==> config.mk <==
export PLATFORM = sky130hd
export DESIGN_NAME = ram_block_mover
export DESIGN_NICKNAME = d
export VERILOG_FILES = /design/src/rtl/ram_block_mover_pkg.sv /design/src/rtl/ram_block_mover.sv
export SDC_FILE = /design/constraint.sdc
export NUM_CORES = 1
export LEC_CHECK = 0
export ABC_AREA = 1
export BUFFER_PORTS_ARGS = -buffer_cell sky130_fd_sc_hd__buf_4
export CORE_MARGIN = 2
export CORE_UTILIZATION = 47
export CTS_BUF_LIST = sky130_fd_sc_hd__clkbuf_4
export CTS_CLUSTER_SIZE = 16
export DETAILED_ROUTE_END_ITERATION = 10
export GPL_TIMING_DRIVEN = 0
export PLACE_DENSITY = 0.7
export SLEW_MARGIN = 5
export SYNTH_ARGS = -nofsm -noshare
export SYNTH_HDL_FRONTEND = slang
export SYNTH_SLANG_ARGS = --single-unit
==> constraint.sdc <==
create_clock -name clock -period 3.1 [get_ports clock]
set_clock_uncertainty 0.05 [all_clocks]
set_input_delay 0.155 -clock clock [delete_from_list [all_inputs] [get_ports clock]]
set_output_delay 0.155 -clock clock [all_outputs]
set_load 0.02 [all_outputs]
==> src/rtl/ram_block_mover_pkg.sv <==
// rtl/ram_block_mover_pkg.sv - shared state encoding and mode constants for the RAM block mover
package ram_block_mover_pkg;

  typedef enum logic [2:0] {
    ST_IDLE  = 3'd0,
    ST_READ  = 3'd1,
    ST_WRITE = 3'd2,
    ST_FILL  = 3'd3,
    ST_DONE  = 3'd4
  } state_e;

  localparam logic MODE_COPY = 1'b0;
  localparam logic MODE_FILL = 1'b1;

endpackage

==> src/rtl/ram_block_mover.sv <==
// rtl/ram_block_mover.sv - block copy / block fill engine driving one single-port RAM port
// Address and write enable are registered; ram_data is a mux of ram_q and the latched fill value.
module ram_block_mover
  import ram_block_mover_pkg::*;
#(
  parameter int address_width = 8,
  parameter int data_width    = 8
) (
  input  logic                     clock,
  input  logic                     reset,
  input  logic                     start,
  input  logic                     mode,
  input  logic [address_width-1:0] src_addr,
  input  logic [address_width-1:0] dst_addr,
  input  logic [address_width:0]   length,
  input  logic [data_width-1:0]    fill_data,
  output logic                     busy,
  output logic                     done,
  output logic [address_width-1:0] ram_address,
  output logic [data_width-1:0]    ram_data,
  output logic                     ram_wren,
  input  logic [data_width-1:0]    ram_q
);

  localparam logic [address_width-1:0] PTR_ONE = {{(address_width-1){1'b0}}, 1'b1};
  localparam logic [address_width:0]   CNT_ONE = {{address_width{1'b0}}, 1'b1};

  state_e                   state_q, state_d;
  logic [address_width-1:0] src_ptr_q, src_ptr_d;
  logic [address_width-1:0] dst_ptr_q, dst_ptr_d;
  logic [address_width:0]   count_q, count_d;
  logic                     mode_q, mode_d;
  logic [data_width-1:0]    fill_q, fill_d;
  logic [address_width-1:0] addr_q, addr_d;
  logic                     wren_q, wren_d;
  logic                     busy_q, busy_d;
  logic                     done_q, done_d;

  // Outputs for the next cycle are decided here, so the RAM sees them straight from flops.
  always_comb begin
    state_d   = state_q;
    src_ptr_d = src_ptr_q;
    dst_ptr_d = dst_ptr_q;
    count_d   = count_q;
    mode_d    = mode_q;
    fill_d    = fill_q;
    addr_d    = addr_q;
    wren_d    = 1'b0;
    busy_d    = busy_q;
    done_d    = 1'b0;

    unique case (state_q)
      ST_IDLE: begin
        if (start) begin
          mode_d    = mode;
          fill_d    = fill_data;
          src_ptr_d = src_addr;
          dst_ptr_d = dst_addr;
          count_d   = length;
          if (length == '0) begin
            state_d = ST_DONE;
            done_d  = 1'b1;
            busy_d  = 1'b0;
          end else if (mode == MODE_COPY) begin
            state_d = ST_READ;
            addr_d  = src_addr;
            busy_d  = 1'b1;
          end else begin
            state_d = ST_FILL;
            addr_d  = dst_addr;
            wren_d  = 1'b1;
            busy_d  = 1'b1;
          end
        end
      end

      ST_READ: begin
        state_d = ST_WRITE;
        addr_d  = dst_ptr_q;
        wren_d  = 1'b1;
      end

      ST_WRITE: begin
        src_ptr_d = src_ptr_q + PTR_ONE;
        dst_ptr_d = dst_ptr_q + PTR_ONE;
        count_d   = count_q - CNT_ONE;
        if (count_q == CNT_ONE) begin
          state_d = ST_DONE;
          done_d  = 1'b1;
          busy_d  = 1'b0;
        end else begin
          state_d = ST_READ;
          addr_d  = src_ptr_q + PTR_ONE;
        end
      end

      ST_FILL: begin
        dst_ptr_d = dst_ptr_q + PTR_ONE;
        count_d   = count_q - CNT_ONE;
        if (count_q == CNT_ONE) begin
          state_d = ST_DONE;
          done_d  = 1'b1;
          busy_d  = 1'b0;
        end else begin
          addr_d = dst_ptr_q + PTR_ONE;
          wren_d = 1'b1;
        end
      end

      ST_DONE: begin
        state_d = ST_IDLE;
      end

      default: begin
        state_d = ST_IDLE;
        busy_d  = 1'b0;
      end
    endcase
  end

  always_ff @(posedge clock) begin
    if (reset) begin
      state_q   <= ST_IDLE;
      src_ptr_q <= '0;
      dst_ptr_q <= '0;
      count_q   <= '0;
      mode_q    <= MODE_COPY;
      fill_q    <= '0;
      addr_q    <= '0;
      wren_q    <= 1'b0;
      busy_q    <= 1'b0;
      done_q    <= 1'b0;
    end else begin
      state_q   <= state_d;
      src_ptr_q <= src_ptr_d;
      dst_ptr_q <= dst_ptr_d;
      count_q   <= count_d;
      mode_q    <= mode_d;
      fill_q    <= fill_d;
      addr_q    <= addr_d;
      wren_q    <= wren_d;
      busy_q    <= busy_d;
      done_q    <= done_d;
    end
  end

  assign busy        = busy_q;
  assign done        = done_q;
  assign ram_address = addr_q;
  assign ram_wren    = wren_q;
  // In copy mode the word read one cycle earlier is forwarded straight to the write port.
  assign ram_data    = (mode_q == MODE_FILL) ? fill_q : ram_q;

endmodule

Word-level counts from Yosys, hierarchy flattened
Index checks and enable logic that the tools add are counted.

word-level totals
  bits in registers = 48
  logic and storage cells = 70
  output and inout port bits = 19

cells by class
  add/sub/neg operators = 3
  reduce and logical (&&, ||, !) cells = 13
  eq/ne operators = 11
  bitwise gates (word level) = 1
  muxes and demuxes = 32

operators by type and width
  operator                                                            number
  8-bit two-way mux                                                   8
  8-bit one-hot mux with 2 select lines                               2
  8-bit one-hot mux with 4 select lines                               1
  9-bit one-hot mux with 2 select lines                               1
  8-bit by 1-bit adder with 8-bit output, second input constant       2
  3-bit two-way mux                                                   4
  3-bit one-hot mux with 4 select lines                               1
  1-bit two-way mux                                                   10
  2-bit != test, second input constant                                5
  9-bit by 1-bit == test with 1-bit output, second input constant     1
  9-bit logical NOT                                                   1
  9-bit two-way mux                                                   1
  9-bit by 1-bit subtractor with 9-bit output, second input constant  1
  2-bit AND reduction                                                 4
  3-bit by 2-bit == test with 1-bit output, second input constant     2
  1-bit one-hot mux with 3 select lines                               2
  5-bit AND reduction                                                 1
  2-bit nonzero test                                                  2
  4-bit nonzero test                                                  1
  2-bit OR reduction                                                  2
  3-bit by 1-bit == test with 1-bit output, second input constant     1
  3-bit == test, second input constant                                1
  3-bit logical NOT                                                   1
  3-bit AND reduction                                                 1
  other kinds (4)                                                     4

Logic depth before layout (Yosys ltp)
  depth after elaboration = 4
  depth in mapped cells = 10

Worst setup path after synthesis
OpenSTA, ideal clock, no wires.

  path type = register -> output
  start = register mode_q
  end = output port ram_data[5]
  arrival = 1213 ps
  slack = 1682 ps
  cell stages (with the launch flop) = 5
  buffers on the path = 2
  path through = dfxtp_1 clkbuf_1 clkbuf_1 nor2_1 a21oi_1

on the way
  longest elaborated chain between the ends = 1

RTL lines
  element                 RTL line                text
  from (decl)             ram_block_mover.sv:32   logic mode_q, mode_d;
  from (signal assigned)  ram_block_mover.sv:138  mode_q <= mode_d;
  8-bit two-way mux       ram_block_mover.sv:152  assign ram_data = (mode_q == MODE_FILL) ? fill_q : ram_q;
  to (decl)               ram_block_mover.sv:20   output logic [data_width-1:0] ram_data,

Every way passes these cells.

Worst setup path in the final report
Ends and elaborated chain as after synthesis.

==> flow_metrics.tcl <==
set metrics [dict create \
    track_usage 0.2629 \
    wl_mm 8.447 \
    hp-class "input port to flop" \
    viasPerCell 5.366 \
    fp.dieW_um 81.21 \
    async_flop_share 0 \
    synth_nets 489 \
    design_area_mm2 0.003533 \
    yosysSeqAreaShare 0.3430 \
    min_from "dst_addr[1]" \
    ant_nets 0 \
    post-cts-setup-buffers 0 \
    path_class "flop to primary output" \
    synthTopCellsByCount "nand2_1, o21ai_0, dfxtp_1, inv_1, nor2_1" \
    rsz0062_at_grt "false" \
    grt_max_degree 15 \
    clk_latency_ns 0.38 \
    cts-root-buf "clkbuf_4" \
    synth_largest_area_cell "dfxtp_1" \
    io_pins 64 \
    area_growth_pct 26.13 \
    synthFlopType "dfxtp_1" \
    avgSynthCellArea_um2 6.367 \
    synth_edf_count 0 \
    dieArea_mm2 0.006594 \
    ys_types 32 \
    cts_buffers 5 \
    final-hold-violation-count 0 \
    tns_ns 0 \
    cts.sinks 48 \
    timing.rr.end "ram_address[4]" \
    die_h_um 81.21 \
    cp_max_fo 10 \
    required_ns 2.89 \
    holdPathEnd "dst_ptr_q[1]" \
    fin_crit_sh 0.6275 \
    power_density_mw_per_mm2 682.5 \
    min_period_ns 1.945 \
    fin_cells 595 \
    drt_iter0_drc 224 \
    final_layout_size_suffix_gt1_frac 0.1769 \
    drt-wirelength-per-cell_um 14.20 \
    syn-cell-area_mm2 0.002801 \
    max-cap-violations 0 \
    fillers 585 \
    utilization 0.6039 \
    dp.cells 578 \
    antennaDiodeCount 0 \
    firstDrtPassIters 5 \
    hpwl_mm 6.347 \
    rrSetupSlack_ns 1.40 \
    p_leak_nw 1.643 \
    num_rows 28 \
    io_buffers 63 \
    nets 568 \
    synth-seq-cells 48 \
    max_slew_margin 0.6581 \
    status "finished clean" \
    worst_pin_slew_ns 0.5129 \
    path_clk_slew_ns 0.15 \
    holdPathStages 3 \
    antenna_found_initial 0 \
    grt_pass1_vias 2931 \
    drc 0 \
    grt_first_pass_wirelength_mm 13.40 \
    critPathLaunchType "flop" \
    reg2regPathDepth 8 \
    synth_top_area_frac 0.3430 \
    ctsLongestPathBuffers 2 \
    place_congestion 0.9219 \
    ir_drop_uv 369.4 \
    vias 3193 \
    endpoint_kind "primary output" \
    fmax_mhz 514.0 \
    postSynthCellCount 440 \
    placed_area_mm2 0.003368 \
    yosysMostFrequentCell "nand2_1" \
    initial_utilization 0.4788 \
    grt_overflow 0 \
    crit-reg2reg-launch "state_q[2]" \
    yosys_warnings 0 \
    drv_slew 0 \
    h-tree-depth 2 \
    fin_hold_ws_ns 0.009653 \
    cts_tree "done" \
    core_area_mm2 0.005851 \
    synth_area_leaders "dfxtp_1, nand2_1, o21ai_0" \
    cp_data_arrival_time_ns 1.74 \
    setup_violations 0 \
]
==> report_power, final <==
part | switching (mW) | internal (mW)
logic | 0.730 | 0.417
registers | 0.115 | 0.772
clock network | 0.212 | 0.165
total | 1.06 | 1.35
==> state kept, by name (all words and copies together), names as in the netlist <==
name         flops
count_q          9
dst_ptr_q        8
fill_q           8
ram_address      8
src_ptr_q        8
state_q          3
busy             1
done             1
mode_q           1
ram_wren         1
==> stage by stage <==
stage	worst slack [ns]	power, mW
2_1_floorplan	1.682	1.651
6_report	1.155	2.412
3_5_place_dp	1.431	2.021
3_3_place_gp	1.445	2.001
4_1_cts	1.137	2.406
5_1_grt	1.025	2.592
==> layout by cell type, fill, tap and decap left out, drive strengths merged <==
cell type    instances
or2                  3
nor3                 6
ha                   4
nand2              107
dlygate4sd3          9
buf                 67
dfxtp               48
nand4                3
o21bai               2
bufinv               1
o22ai                2
a31oi                9
a41oi                1
nor2                47
a21oi               38
inv                 54
a22oi                1
clkinv               2
o211ai               7
a221oi               1
xor2                 3
nand3               28
xnor2                1
clkbuf              17
and3                 1
a211oi               2
o21ai               56
==> critical path: stages (launching register included) <==
cell	delay, ns
dfxtp_1	0.33
clkbuf_1	0.28
clkbuf_1	0.37
nor2_1	0.09
a21oi_1	0.12
buf_4	0.15
==> per-layer routing <==
layer | global-route usage | vias to the layer above | share of wire
li1 | - | 1611 | -
met1 | 0.3395 | 1455 | 0.45
met2 | 0.4413 | 108 | 0.47
met3 | 0.04222 | 19 | 0.065
met4 | 0.09661 | 0 | 0.022
met5 | 0 | - | 0
==> cell type report <==
class	instances	area, um2	area share
clock buffers	5	37.54	0.01062
plain buffers	16	67.56	0.01912
flip-flops and latches	48	960.9	0.2720
inverters	54	202.7	0.05737
clock inverters	3	37.54	0.01062
repair buffers	72	563.0	0.1593
multi-input cells	322	1570	0.4444
well taps	75	93.84	0.02656
==> worst max-delay path by stage <==
stage | endpoint | start | slack, ns
finish | ram_data[5] | mode_q | 1.15
global route | ram_data[6] | mode_q | 1.03
CTS | ram_data[5] | mode_q | 1.14
detailed placement | fill_q[5] | state_q[2] | 1.43
global placement | fill_q[5] | state_q[2] | 1.44
floorplan | ram_data[5] | mode_q | 1.68
==> logic make-up after synthesis <==
| group | Yosys count | synth area share |
|---|---|---|
| flip-flops | 48 | 0.3430 |
| adder cells (fa/ha/maj) | 4 | 0.01787 |
| buffers and inverters | 70 | 0.09647 |
| AO/OA/AOI/OAI | 119 | 0.2322 |
| AND/OR/NAND/NOR | 195 | 0.2979 |
| XOR/XNOR | 4 | 0.01251 |
==> timing repair <==
| action | 4_1_cts | 5_1_grt |
|---|---|---|
| hold buffers | 9 | 0 |
| gates resized for setup | 0 | 0 |
| hold endpoints to repair | 11 | 0 |
| endpoints found under the setup margin | 0 | 0 |
Note: power is estimated with default switching activity, not from simulation.
